## src/rtl/csr_pkg.sv

```systemverilog
// rtl/csr_pkg.sv - shared types, mstatus field positions and address decode for the CSR file
package csr_pkg;

  typedef enum logic [1:0] {
    CSR_OKU = 2'b00,
    CSR_RW  = 2'b01,
    CSR_RS  = 2'b10,
    CSR_RC  = 2'b11
  } csr_islem_t;

  typedef enum logic [4:0] {
    CSR_GECERSIZ_HEDEF,
    CSR_FFLAGS_HEDEF,
    CSR_FRM_HEDEF,
    CSR_FCSR_HEDEF,
    CSR_MSTATUS_HEDEF,
    CSR_MISA_HEDEF,
    CSR_MIE_HEDEF,
    CSR_MTVEC_HEDEF,
    CSR_MSTATUSH_HEDEF,
    CSR_MCOUNTINHIBIT_HEDEF,
    CSR_MSCRATCH_HEDEF,
    CSR_MEPC_HEDEF,
    CSR_MCAUSE_HEDEF,
    CSR_MTVAL_HEDEF,
    CSR_MCYCLE_HEDEF,
    CSR_MCYCLEH_HEDEF,
    CSR_MINSTRET_HEDEF,
    CSR_MINSTRETH_HEDEF
  } csr_yazilabilir_hedef_t;

  typedef enum logic [1:0] {
    FS_KAPALI = 2'b00,
    FS_ILK    = 2'b01,
    FS_TEMIZ  = 2'b10,
    FS_KIRLI  = 2'b11
  } fs_t;

  localparam int MSTATUS_MIE     = 3;
  localparam int MSTATUS_MPIE    = 7;
  localparam int MSTATUS_MPP_LSB = 11;
  localparam int MSTATUS_FS_LSB  = 13;
  localparam int MSTATUS_SD      = 31;

  localparam logic [31:0] MIE_MASKE           = 32'h0000_0888;
  localparam logic [31:0] MCOUNTINHIBIT_MASKE = 32'h0000_0005;

  // Only Off and Dirty are tracked; Initial/Clean collapse to Off.
  function automatic fs_t deger_fs_t(input logic [1:0] deger);
    return (deger == 2'b11) ? FS_KIRLI : FS_KAPALI;
  endfunction

  function automatic logic [1:0] fs_t_deger(input fs_t fs);
    return fs;
  endfunction

  function automatic csr_yazilabilir_hedef_t csr_hedef_coz(input logic [11:0] adres);
    case (adres)
      12'h001: return CSR_FFLAGS_HEDEF;
      12'h002: return CSR_FRM_HEDEF;
      12'h003: return CSR_FCSR_HEDEF;
      12'h300: return CSR_MSTATUS_HEDEF;
      12'h301: return CSR_MISA_HEDEF;
      12'h304: return CSR_MIE_HEDEF;
      12'h305: return CSR_MTVEC_HEDEF;
      12'h310: return CSR_MSTATUSH_HEDEF;
      12'h320: return CSR_MCOUNTINHIBIT_HEDEF;
      12'h340: return CSR_MSCRATCH_HEDEF;
      12'h341: return CSR_MEPC_HEDEF;
      12'h342: return CSR_MCAUSE_HEDEF;
      12'h343: return CSR_MTVAL_HEDEF;
      12'hB00: return CSR_MCYCLE_HEDEF;
      12'hB80: return CSR_MCYCLEH_HEDEF;
      12'hB02: return CSR_MINSTRET_HEDEF;
      12'hB82: return CSR_MINSTRETH_HEDEF;
      default: return CSR_GECERSIZ_HEDEF;
    endcase
  endfunction

endpackage

```

## src/rtl/csr_sayac.sv

```systemverilog
// rtl/csr_sayac.sv - 64-bit counter with inhibit, increment enable and per-half write ports
module csr_sayac (
  input  logic        clk,
  input  logic        rst,
  input  logic        durdur,
  input  logic        artir,
  input  logic        yaz_alt,
  input  logic        yaz_ust,
  input  logic [31:0] yaz_veri,
  output logic [63:0] deger
);

  // A software write to either half takes precedence over counting in that cycle.
  always_ff @(posedge clk) begin
    if (rst) begin
      deger <= '0;
    end else if (yaz_alt) begin
      deger[31:0] <= yaz_veri;
    end else if (yaz_ust) begin
      deger[63:32] <= yaz_veri;
    end else if (artir && !durdur) begin
      deger <= deger + 64'd1;
    end
  end

endmodule

```

## src/rtl/csr_dosyasi.sv

```systemverilog
// rtl/csr_dosyasi.sv - machine-mode CSR file; CSR_SAYACLAR_EN enables the mcycle/minstret counters
module csr_dosyasi
  import csr_pkg::*;
#(
  parameter logic [31:0] MISA_DEGER  = 32'h4000_1124,
  parameter logic [31:0] MTVEC_RESET = 32'h0
) (
  input  logic        clk_i,
  input  logic        rst_i,
  input  logic        istek_gecerli_i,
  output logic        istek_hazir_o,
  input  logic [1:0]  istek_islem_i,
  input  logic [11:0] istek_adres_i,
  input  logic [31:0] istek_veri_i,
  output logic        yanit_gecerli_o,
  input  logic        yanit_hazir_i,
  output logic [31:0] yanit_veri_o,
  output logic        yanit_hata_o,
  input  logic        emekli_i,
  input  logic        fpu_bayrak_gecerli_i,
  input  logic [4:0]  fpu_bayrak_i,
  input  logic        fp_kirlet_i,
  input  logic        istisna_i,
  input  logic [31:0] istisna_pc_i,
  input  logic [31:0] istisna_neden_i,
  input  logic [31:0] istisna_deger_i,
  input  logic        mret_i,
  output logic [31:0] mtvec_o,
  output logic [31:0] mepc_o,
  output logic [2:0]  frm_o,
  output logic [1:0]  fs_o
);

  localparam logic [31:0] MTVEC_RESET_HIZALI = MTVEC_RESET & ~32'h3;

  typedef enum logic {BOSTA, YANIT} durum_t;

  durum_t durum_q, durum_d;

  logic        mstatus_mie_q, mstatus_mpie_q;
  fs_t         fs_q;
  logic [31:0] mie_q, mtvec_q, mscratch_q, mepc_q, mcause_q, mtval_q, mcountinhibit_q;
  logic [2:0]  frm_q;
  logic [4:0]  fflags_q;
  logic [63:0] mcycle_deger, minstret_deger;

  logic [31:0] yanit_veri_q;
  logic        yanit_hata_q;

  csr_yazilabilir_hedef_t hedef;
  logic [31:0] mstatus_oku, eski_deger, yeni_deger;
  logic        yazma_var, kabul, yaz, gecersiz, fp_yaz;

  assign hedef    = csr_hedef_coz(istek_adres_i);
  assign gecersiz = (hedef == CSR_GECERSIZ_HEDEF);

  // Request/response handshake state.
  always_ff @(posedge clk_i) begin
    if (rst_i) durum_q <= BOSTA;
    else       durum_q <= durum_d;
  end

  // Accept only when idle and no trap/mret is committing; hold the response until taken.
  always_comb begin
    durum_d         = durum_q;
    istek_hazir_o   = 1'b0;
    yanit_gecerli_o = 1'b0;
    case (durum_q)
      BOSTA: begin
        istek_hazir_o = !istisna_i && !mret_i && !rst_i;
        if (istek_gecerli_i && istek_hazir_o) durum_d = YANIT;
      end
      YANIT: begin
        yanit_gecerli_o = 1'b1;
        if (yanit_hazir_i) durum_d = BOSTA;
      end
      default: durum_d = BOSTA;
    endcase
  end

  assign kabul = istek_gecerli_i && istek_hazir_o;

  // Architectural view of mstatus; MPP is hardwired to machine mode.
  always_comb begin
    mstatus_oku                        = '0;
    mstatus_oku[MSTATUS_MIE]           = mstatus_mie_q;
    mstatus_oku[MSTATUS_MPIE]          = mstatus_mpie_q;
    mstatus_oku[MSTATUS_MPP_LSB +: 2]  = 2'b11;
    mstatus_oku[MSTATUS_FS_LSB +: 2]   = fs_t_deger(fs_q);
    mstatus_oku[MSTATUS_SD]            = (fs_q == FS_KIRLI);
  end

  // Read mux: value of the addressed CSR before this access.
  always_comb begin
    eski_deger = '0;
    case (hedef)
      CSR_FFLAGS_HEDEF:        eski_deger = {27'b0, fflags_q};
      CSR_FRM_HEDEF:           eski_deger = {29'b0, frm_q};
      CSR_FCSR_HEDEF:          eski_deger = {24'b0, frm_q, fflags_q};
      CSR_MSTATUS_HEDEF:       eski_deger = mstatus_oku;
      CSR_MISA_HEDEF:          eski_deger = MISA_DEGER;
      CSR_MIE_HEDEF:           eski_deger = mie_q;
      CSR_MTVEC_HEDEF:         eski_deger = mtvec_q;
      CSR_MCOUNTINHIBIT_HEDEF: eski_deger = mcountinhibit_q;
      CSR_MSCRATCH_HEDEF:      eski_deger = mscratch_q;
      CSR_MEPC_HEDEF:          eski_deger = mepc_q;
      CSR_MCAUSE_HEDEF:        eski_deger = mcause_q;
      CSR_MTVAL_HEDEF:         eski_deger = mtval_q;
      CSR_MCYCLE_HEDEF:        eski_deger = mcycle_deger[31:0];
      CSR_MCYCLEH_HEDEF:       eski_deger = mcycle_deger[63:32];
      CSR_MINSTRET_HEDEF:      eski_deger = minstret_deger[31:0];
      CSR_MINSTRETH_HEDEF:     eski_deger = minstret_deger[63:32];
      default:                 eski_deger = '0;
    endcase
  end

  // Operation decode; set/clear with a zero operand is a pure read.
  always_comb begin
    yazma_var  = 1'b0;
    yeni_deger = istek_veri_i;
    case (csr_islem_t'(istek_islem_i))
      CSR_RW: begin
        yazma_var  = 1'b1;
        yeni_deger = istek_veri_i;
      end
      CSR_RS: begin
        yazma_var  = |istek_veri_i;
        yeni_deger = eski_deger | istek_veri_i;
      end
      CSR_RC: begin
        yazma_var  = |istek_veri_i;
        yeni_deger = eski_deger & ~istek_veri_i;
      end
      default: yazma_var = 1'b0;
    endcase
  end

  assign yaz    = kabul && yazma_var && !gecersiz;
  assign fp_yaz = yaz && (hedef == CSR_FFLAGS_HEDEF || hedef == CSR_FRM_HEDEF ||
                          hedef == CSR_FCSR_HEDEF);

  // Response capture at acceptance.
  always_ff @(posedge clk_i) begin
    if (rst_i) begin
      yanit_veri_q <= '0;
      yanit_hata_q <= 1'b0;
    end else if (kabul) begin
      yanit_veri_q <= gecersiz ? '0 : eski_deger;
      yanit_hata_q <= gecersiz;
    end
  end

  // Interrupt-enable stack: trap pushes, mret pops, CSR write otherwise.
  always_ff @(posedge clk_i) begin
    if (rst_i) begin
      mstatus_mie_q  <= 1'b0;
      mstatus_mpie_q <= 1'b0;
    end else if (istisna_i) begin
      mstatus_mpie_q <= mstatus_mie_q;
      mstatus_mie_q  <= 1'b0;
    end else if (mret_i) begin
      mstatus_mie_q  <= mstatus_mpie_q;
      mstatus_mpie_q <= 1'b1;
    end else if (yaz && hedef == CSR_MSTATUS_HEDEF) begin
      mstatus_mie_q  <= yeni_deger[MSTATUS_MIE];
      mstatus_mpie_q <= yeni_deger[MSTATUS_MPIE];
    end
  end

  // FP state tracking: any FP register or FP CSR update marks it dirty.
  always_ff @(posedge clk_i) begin
    if (rst_i) begin
      fs_q <= FS_KAPALI;
    end else if (fp_kirlet_i || fp_yaz) begin
      fs_q <= FS_KIRLI;
    end else if (yaz && hedef == CSR_MSTATUS_HEDEF) begin
      fs_q <= deger_fs_t(yeni_deger[MSTATUS_FS_LSB +: 2]);
    end
  end

  // Rounding mode and sticky exception flags; FPU flags are OR-ed in after any write.
  always_ff @(posedge clk_i) begin
    if (rst_i) begin
      frm_q    <= '0;
      fflags_q <= '0;
    end else begin
      if (yaz && hedef == CSR_FRM_HEDEF)       frm_q <= yeni_deger[2:0];
      else if (yaz && hedef == CSR_FCSR_HEDEF) frm_q <= yeni_deger[7:5];
      fflags_q <= ((yaz && (hedef == CSR_FFLAGS_HEDEF || hedef == CSR_FCSR_HEDEF))
                   ? yeni_deger[4:0] : fflags_q)
                  | (fpu_bayrak_gecerli_i ? fpu_bayrak_i : 5'b0);
    end
  end

  // Trap capture registers; trap entry overrides software writes.
  always_ff @(posedge clk_i) begin
    if (rst_i) begin
      mepc_q   <= '0;
      mcause_q <= '0;
      mtval_q  <= '0;
    end else if (istisna_i) begin
      mepc_q   <= istisna_pc_i & ~32'h1;
      mcause_q <= istisna_neden_i;
      mtval_q  <= istisna_deger_i;
    end else begin
      if (yaz && hedef == CSR_MEPC_HEDEF)   mepc_q   <= yeni_deger & ~32'h1;
      if (yaz && hedef == CSR_MCAUSE_HEDEF) mcause_q <= yeni_deger;
      if (yaz && hedef == CSR_MTVAL_HEDEF)  mtval_q  <= yeni_deger;
    end
  end

  // Plain software-written registers with their legal-bit masks.
  always_ff @(posedge clk_i) begin
    if (rst_i) begin
      mie_q           <= '0;
      mtvec_q         <= MTVEC_RESET_HIZALI;
      mscratch_q      <= '0;
      mcountinhibit_q <= '0;
    end else begin
      if (yaz && hedef == CSR_MIE_HEDEF)           mie_q           <= yeni_deger & MIE_MASKE;
      if (yaz && hedef == CSR_MTVEC_HEDEF)         mtvec_q         <= yeni_deger & ~32'h3;
      if (yaz && hedef == CSR_MSCRATCH_HEDEF)      mscratch_q      <= yeni_deger;
      if (yaz && hedef == CSR_MCOUNTINHIBIT_HEDEF) mcountinhibit_q <= yeni_deger & MCOUNTINHIBIT_MASKE;
    end
  end

`ifdef CSR_SAYACLAR_EN
  csr_sayac u_mcycle (
    .clk      (clk_i),
    .rst      (rst_i),
    .durdur   (mcountinhibit_q[0]),
    .artir    (1'b1),
    .yaz_alt  (yaz && hedef == CSR_MCYCLE_HEDEF),
    .yaz_ust  (yaz && hedef == CSR_MCYCLEH_HEDEF),
    .yaz_veri (yeni_deger),
    .deger    (mcycle_deger)
  );

  csr_sayac u_minstret (
    .clk      (clk_i),
    .rst      (rst_i),
    .durdur   (mcountinhibit_q[2]),
    .artir    (emekli_i),
    .yaz_alt  (yaz && hedef == CSR_MINSTRET_HEDEF),
    .yaz_ust  (yaz && hedef == CSR_MINSTRETH_HEDEF),
    .yaz_veri (yeni_deger),
    .deger    (minstret_deger)
  );
`else
  assign mcycle_deger   = '0;
  assign minstret_deger = '0;
  logic unused_emekli;
  assign unused_emekli = emekli_i;
`endif

  assign yanit_veri_o = yanit_veri_q;
  assign yanit_hata_o = yanit_hata_q;
  assign mtvec_o      = mtvec_q;
  assign mepc_o       = mepc_q;
  assign frm_o        = frm_q;
  assign fs_o         = fs_t_deger(fs_q);

endmodule

```

## config.mk

```make
export PLATFORM = sky130hd
export DESIGN_NAME = csr_dosyasi
export DESIGN_NICKNAME = d
export VERILOG_FILES = /design/src/rtl/csr_pkg.sv /design/src/rtl/csr_sayac.sv /design/src/rtl/csr_dosyasi.sv
export SDC_FILE = /design/constraint.sdc
export NUM_CORES = 1
export LEC_CHECK = 0
export CAP_MARGIN = 10
export CELL_PAD_IN_SITES_DETAIL_PLACEMENT = 0
export CELL_PAD_IN_SITES_GLOBAL_PLACEMENT = 1
export CORE_MARGIN = 2
export CORE_UTILIZATION = 36
export DETAILED_ROUTE_END_ITERATION = 12
export PLACE_DENSITY_LB_ADDON = 0.05
export SETUP_SLACK_MARGIN = 0.1
export SLEW_MARGIN = 20
export SYNTH_ARGS = -nofsm -noshare
export SYNTH_HDL_FRONTEND = slang
export SYNTH_SLANG_ARGS = --single-unit
```

## constraint.sdc

```tcl
create_clock -name clk_i -period 4.1 [get_ports clk_i]
set_clock_uncertainty 0.15 [all_clocks]
set_input_delay 0.82 -clock clk_i [delete_from_list [all_inputs] [get_ports clk_i]]
set_output_delay 0.82 -clock clk_i [all_outputs]
set_load 0.02 [all_outputs]
```

==> key figures, run 1 <==
Placed design
  • Post-Place Cell Area: 0.01442 mm²
  • Placer Congestion: 0.9578
  • Port buffer count: 254
  • Dpl hpwl: 34400 µm

Synthesis
  • Yosys cell types: 81
  • Sequential share of the synthesized area: 0.4027
  • Main synth FF type: dfxtp_1
  • Synthesized area per cell: 8.360 µm²
  • Mapped Cells: 1231
  • Synth warnings: 0
  • Register bit total from synthesis: 207
  • EDFF count, synth: 0
  • Post-synthesis cell area: 0.01029 mm²
  • Ys async rst share: 0

Worst setup path
  • Worst setup EP type: flip-flop
  • Reg-to-Reg Start: durum_q
  • Slowest cell on crit path: or4_4
  • Top Family by Delay on Critical Path: simple AND/OR/NAND/NOR gates
  • WP data arrival: 4.07 ns
  • WP buf/inv: 3
  • Required @ worst endpoint: 4.41 ns
  • CP startpoint kind: input pin
  • R2R Path End: mtval_q[20]
  • Max incr delay on CP: 0.59 ns
  • Crit-path cells: clkdlybuf4s50_1, or4_4, nor4_4, a311o_2, nor2_1, buf_4, or3_1, buf_4, nand2_4, o221ai_1, a31oi_1
  • R2R setup slack: 1.60 ns
  • CP max FO: 18
  • R2R depth: 9
  • Critical Path Most Common Cell: buf_4
  • Critical path type: in2reg

Global routing
  • First-pass GRT wire length: 69640 µm
  • Gr ovfl total: 0
  • Total Routing Usage GR: 0.3013
  • Vias in the first global route: 10770
  • Antenna violations before repair: 1
  • Largest net degree at the start of global routing: 63

Floorplan
  • Die X: 173.1 µm
  • DIE AREA: 0.02996 mm²
  • Height of the die: 173.1 µm
  • Placeable Area: 0.02793 mm²
  • Initial core utilization: 0.3684
  • Num rows: 61
  • # IOs: 260

STA
  • Period utilisation layout: 0.9164
  • Relative slew margins: 0.3511
  • Final Max Tran Viols: 0
  • Final min period: 3.757 ns
  • Setup TNS: 0 ns
  • Final-report hold violation count: 0
  • Count of final setup violators: 0
  • Measured slew at the worst slew-check pin: 0.9734 ns
  • FMAX: 266.1 MHz
  • Unrepaired setup endpoints after global routing: false

Routing
  • Drt pass-1 iters: 6
  • Drt initial violations: 1161
  • Routed vias: 11510
  • WL/cell: 23.84 µm
  • DRC viols: 0
  • Vias/cell: 5.859
  • Total wire length: 46830 µm
  • Post-DRT Antenna Nets: 0

Power
  • Peak supply drop: 237.0 µV
  • Leak: 5.542 nW
  • PwrDens: 328.6 mW/mm²

Worst hold path
  • Hold Startpoint: yanit_veri_o[23]
  • Hold Path Stages: 2
  • WHS Endpoint: yanit_veri_o[23]
  • HP Class: reg2reg

Clocking
  • CTS tree: built
  • Hold_buf cts: 0
  • Register clock-pin slew on the reported worst setup and hold paths: 0.06 ns
  • Post-CTS Setup Inserts: 0
  • H-tree depth: 1
  • Longest Clk Path Bufs: 3
  • Worst-Skew Late Latency: 0.53 ns
  • Total CTS buffers: 25
  • Clk root buf: clkbuf_16
  • Post-cts repair resize count: 0
  • Clock sink total: 207

Final layout
  • Layout cells sized above 1: 0.1634
  • Synth-to-Final Area Change: 48.01%
  • Most frequent cells in the layout: 253 x clkdlybuf4s50_1, 207 x dfxtp_1, 154 x buf_4
  • Final Cell Area: 0.01523 mm²
  • Commonest non-fill, non-tap cell in the layout: clkdlybuf4s50_1
  • NumNets Final: 1725

Job
  • Max Cap Viol: 0

Outcome
  • Status: finished, final reports clean
## layout make-up
class                   instances  area [µm²]
fillers                      2662       12700
multi-input cells             891        5582
repair buffers                431        4169
flip-flops and latches        207        4144
clock buffers                  30       654.4
well taps                     378       473.0
clock inverters                13       156.4
inverters                      13       51.30
diodes                          1       2.502
## logic make-up after synthesis
group / count (synthesis) / synth area share
XOR/XNOR: 2 / 0.001702
AND/OR/NAND/NOR: 361 / 0.1778
buffers and inverters: 135 / 0.06055
multiplexers: 17 / 0.01678
other: 1 / 0.0003644
flip-flops: 207 / 0.4027
AO/OA/AOI/OAI: 508 / 0.3402
## power by group
group,switching [W],internal [W]
logic,0.000331,0.000311
registers,0.0000449,0.00208
clock network,0.000912,0.00133
## stage by stage
stage | hold slack, ns | instances | setup slack [ns] | utilization | total power [W]
2_1_floorplan | 0.3096 | 1233 | 0.6047 | - | 0.002417
3_3_place_gp | 0.2933 | 1920 | -0.1079 | 0.5162 | 0.002800
3_5_place_dp | 0.2970 | 1920 | -0.1425 | 0.5162 | 0.002801
4_1_cts | 0.3054 | 1963 | 0.3927 | 0.5452 | 0.005019
5_1_grt | 0.3231 | 1964 | 0.2015 | 0.5453 | 0.005155
6_report | 0.3030 | 1964 | 0.3427 | 0.5453 | 0.005006
## cells in the mapped netlist (all sizes together) (5+ instances only)
| library cell | instances | area share |
|---|---|---|
| and4 | 17 | 0.014 |
| nor3 | 17 | 0.011 |
| buf | 50 | 0.029 |
| o31ai | 6 | 0.0062 |
| dfxtp | 207 | 0.40 |
| a311oi | 9 | 0.0077 |
| o211ai | 7 | 0.0051 |
| a21oi | 97 | 0.047 |
| nor4b | 7 | 0.0060 |
| a21o | 14 | 0.010 |
| clkbuf | 72 | 0.026 |
| a221o | 5 | 0.0049 |
| a21boi | 16 | 0.012 |
| and3 | 5 | 0.0030 |
| o221ai | 55 | 0.047 |
| a31oi | 56 | 0.036 |
| nand2b | 7 | 0.0043 |
| a211oi | 68 | 0.051 |
| nand3 | 34 | 0.018 |
| o21ai | 99 | 0.049 |
| a221oi | 6 | 0.0057 |
| nor4 | 21 | 0.016 |
| inv | 12 | 0.0044 |
| nand2 | 105 | 0.039 |
| a311o | 5 | 0.0050 |
| mux2i | 15 | 0.015 |
| nor2 | 115 | 0.042 |
| a22oi | 39 | 0.029 |
| nand4 | 6 | 0.0036 |
## flip-flops by register name, summed over array words and instances (netlist names), 5 cells and up
name          count
mcause_q         32
fflags_q          5
mtval_q          32
mtvec_o          30
yanit_veri_o     32
mscratch_q       32
mepc_o           31
## worst max path at each step
| stage | startpoint | endpoint | cells past startpoint | slack (ns) |
|---|---|---|---|---|
| 2_1_floorplan | istisna_i | mscratch_q[0] | 9 | 0.60 |
| 3_3_place_gp | istek_adres_i[4] | mtval_q[21] | 11 | -0.11 |
| 3_5_place_dp | istek_adres_i[4] | mtval_q[20] | 12 | -0.14 |
| 4_1_cts | istek_adres_i[4] | mtval_q[20] | 11 | 0.39 |
| 5_1_grt | istek_adres_i[4] | mtval_q[18] | 12 | 0.20 |
| 6_report | istek_adres_i[4] | mtval_q[20] | 11 | 0.34 |
## worst register-to-register path, stage by stage, from the launching register on
cell and delay [ns]:
dfxtp_1 0.35, nor4_1 0.18, buf_4 0.17, and2_1 0.22, o211ai_1 0.17, or3_1 0.37
buf_4 0.21, nand2_4 0.25, o221ai_1 0.18, a31oi_1 0.18
## per-layer routing
metal / wire, µm / vias to the layer above / global-route usage
met1: 22360 / 5522 / 0.4630
met4: 811 / 0 / 0.06038
li1: - / 5393 / -
met3: 4355 / 52 / 0.06772
met2: 19300 / 540 / 0.4255
met5: 0 / - / 0
Note: power is estimated with default switching activity, not from simulation.
==> run 2: changes to the inputs <==
--- a/config.mk
+++ b/config.mk
@@ -8,7 +8,6 @@
 export CAP_MARGIN = 10
 export CELL_PAD_IN_SITES_DETAIL_PLACEMENT = 0
 export CELL_PAD_IN_SITES_GLOBAL_PLACEMENT = 1
-export CORE_MARGIN = 2
 export CORE_UTILIZATION = 36
 export DETAILED_ROUTE_END_ITERATION = 12
 export PLACE_DENSITY_LB_ADDON = 0.05
==> key figures, run 2 (synthesis gave the netlist of run 1 again) <==
Outcome
  • Status: finished, final reports clean

Clocking
  • Hold_buf cts: 0
  • Post-CTS Setup Inserts: 0
  • H-tree depth: 1
  • Longest Clk Path Bufs: 3
  • CTS tree: built
  • Register clock-pin slew on the reported worst setup and hold paths: 0.06 ns
  • Clk root buf: clkbuf_16
  • Worst-Skew Late Latency: 0.55 ns
  • Post-cts repair resize count: 0
  • Clock sink total: 207
  • Total CTS buffers: 25

Placed design
  • Placer Congestion: 0.9269
  • Placed Cells: 1911
  • Port buffer count: 254
  • Dpl hpwl: 33680 µm

Power
  • PwrDens: 349.1 mW/mm²
  • Peak supply drop: 385.6 µV
  • Total power: 0.005307 W
  • Leak: 5.527 nW

Floorplan
  • Placeable Area: 0.02793 mm²
  • Height of the die: 171.1 µm
  • Num rows: 61
  • # IOs: 260
  • Initial core utilization: 0.3684
  • Die X: 171.1 µm
  • DIE AREA: 0.02927 mm²

Worst setup path
  • Worst setup EP type: flip-flop
  • Slowest cell on crit path: or4bb_1
  • CP startpoint kind: input pin
  • Max incr delay on CP: 0.59 ns
  • Worst setup path start: istek_adres_i[4]
  • Reg-to-Reg Start: durum_q
  • Crit-path cells: clkdlybuf4s50_1, or4bb_1, nor3_1, a311o_2, nor2_1, buf_4, mux2i_1, buf_4, o21ai_1, a22oi_1, buf_4, a311oi_1
  • R2R setup slack: 1.49 ns
  • Critical Path Most Common Cell: buf_4
  • Critical path type: in2reg
  • CP max FO: 6
  • R2R depth: 9
  • CP Capture Point: fflags_q[4]
  • Required @ worst endpoint: 4.38 ns
  • R2R Path End: mtval_q[28]
  • WP data arrival: 4.06 ns

Global routing
  • Largest net degree at the start of global routing: 125
  • First-pass GRT wire length: 67820 µm
  • Vias in the first global route: 10590
  • Gr ovfl total: 0
  • Antenna violations before repair: 1
  • Total Routing Usage GR: 0.3109

Routing
  • Routed vias: 11490
  • DRC viols: 0
  • Total wire length: 46400 µm
  • Drt pass-1 iters: 5
  • Post-DRT Antenna Nets: 0
  • WL/cell: 23.70 µm
  • Vias/cell: 5.869
  • Drt initial violations: 1114

Final layout
  • Commonest non-fill, non-tap cell in the layout: clkdlybuf4s50_1
  • Synth-to-Final Area Change: 47.72%
  • Sequential cell area: 0.004144 mm²
  • Post-Layout Cell Count: 1958
  • Area of the multi-input gates: 0.005582 mm²
  • Core Util, Final: 0.5442
  • Layout cells sized above 1: 0.1603
  • Fill cells: 2701
  • NumNets Final: 1716
  • Most frequent cells in the layout: 253 x clkdlybuf4s50_1, 207 x dfxtp_1, 153 x buf_4

Worst hold path
  • HP Class: reg2reg
  • Hold Path Stages: 2

STA
  • Final-report hold violation count: 0
  • Final min period: 3.777 ns
  • Count of final setup violators: 0
  • Fin Hold WS: 0.3028 ns
  • Relative slew margins: 0.3432
  • Final Max Tran Viols: 0
  • Unrepaired setup endpoints after global routing: false
  • Setup TNS: 0 ns
  • Period utilisation layout: 0.9213
  • Measured slew at the worst slew-check pin: 0.9851 ns
  • FMAX: 264.7 MHz

Job
  • Max Cap Viol: 0
-- run 2: cell type report --
class	count	share of cell area
sequential	207	0.2726
inverter	13	0.003374
clock buffer	34	0.04733
multi-input combinational	891	0.3672
tap	378	0.03111
timing repair buffer	422	0.2632
antenna	2	0.0003292
clock inverter	11	0.01490
-- run 2: power breakdown --
group,internal [W],leakage (nW),switching [W],total [W]
Combinational,0.000306,3.37,0.000330,0.000637
Sequential,0.00208,1.69,0.0000451,0.00212
Clock,0.00161,0.467,0.000934,0.00255
Total,0.00400,5.53,0.00131,0.00531
-- run 2: worst min-delay path by stage --
stage,startpoint,endpoint,slack [ns]
after CTS,yanit_veri_o[21],yanit_veri_o[21],0.31
after global routing,yanit_veri_o[9],yanit_veri_o[9],0.32
after global placement,yanit_veri_o[21],yanit_veri_o[21],0.29
after detailed placement,yanit_veri_o[21],yanit_veri_o[21],0.30
after floorplan,mscratch_q[5],mscratch_q[5],0.31
final,yanit_veri_o[21],yanit_veri_o[21],0.30
-- run 2: layer usage --
metal	global-route usage	vias up	routed length [µm]
li1	-	5372	-
met1	0.4705	5474	21880
met2	0.4445	580	19170
met3	0.05737	66	4313
met4	0.07919	0	1038
met5	0	-	0
-- run 2: critical path, delay by kind of cell --
| family | cells | cell delay (ns) |
|---|---|---|
| muxes | 1 | 0.14 |
| and+or+nand+nor | 3 | 1.10 |
| buffers and inverters | 4 | 1.04 |
| AOI/OAI and AO/OA | 4 | 0.95 |
-- run 2: per-stage QoR --
stage                     setup WS, ns  cell area [µm²]
after detailed placement       -0.1977            14250
final                           0.3227            15200
after floorplan                 0.6047            10300
after CTS                       0.3593            15200
after global routing            0.1646            15200
after global placement         -0.1215            14250
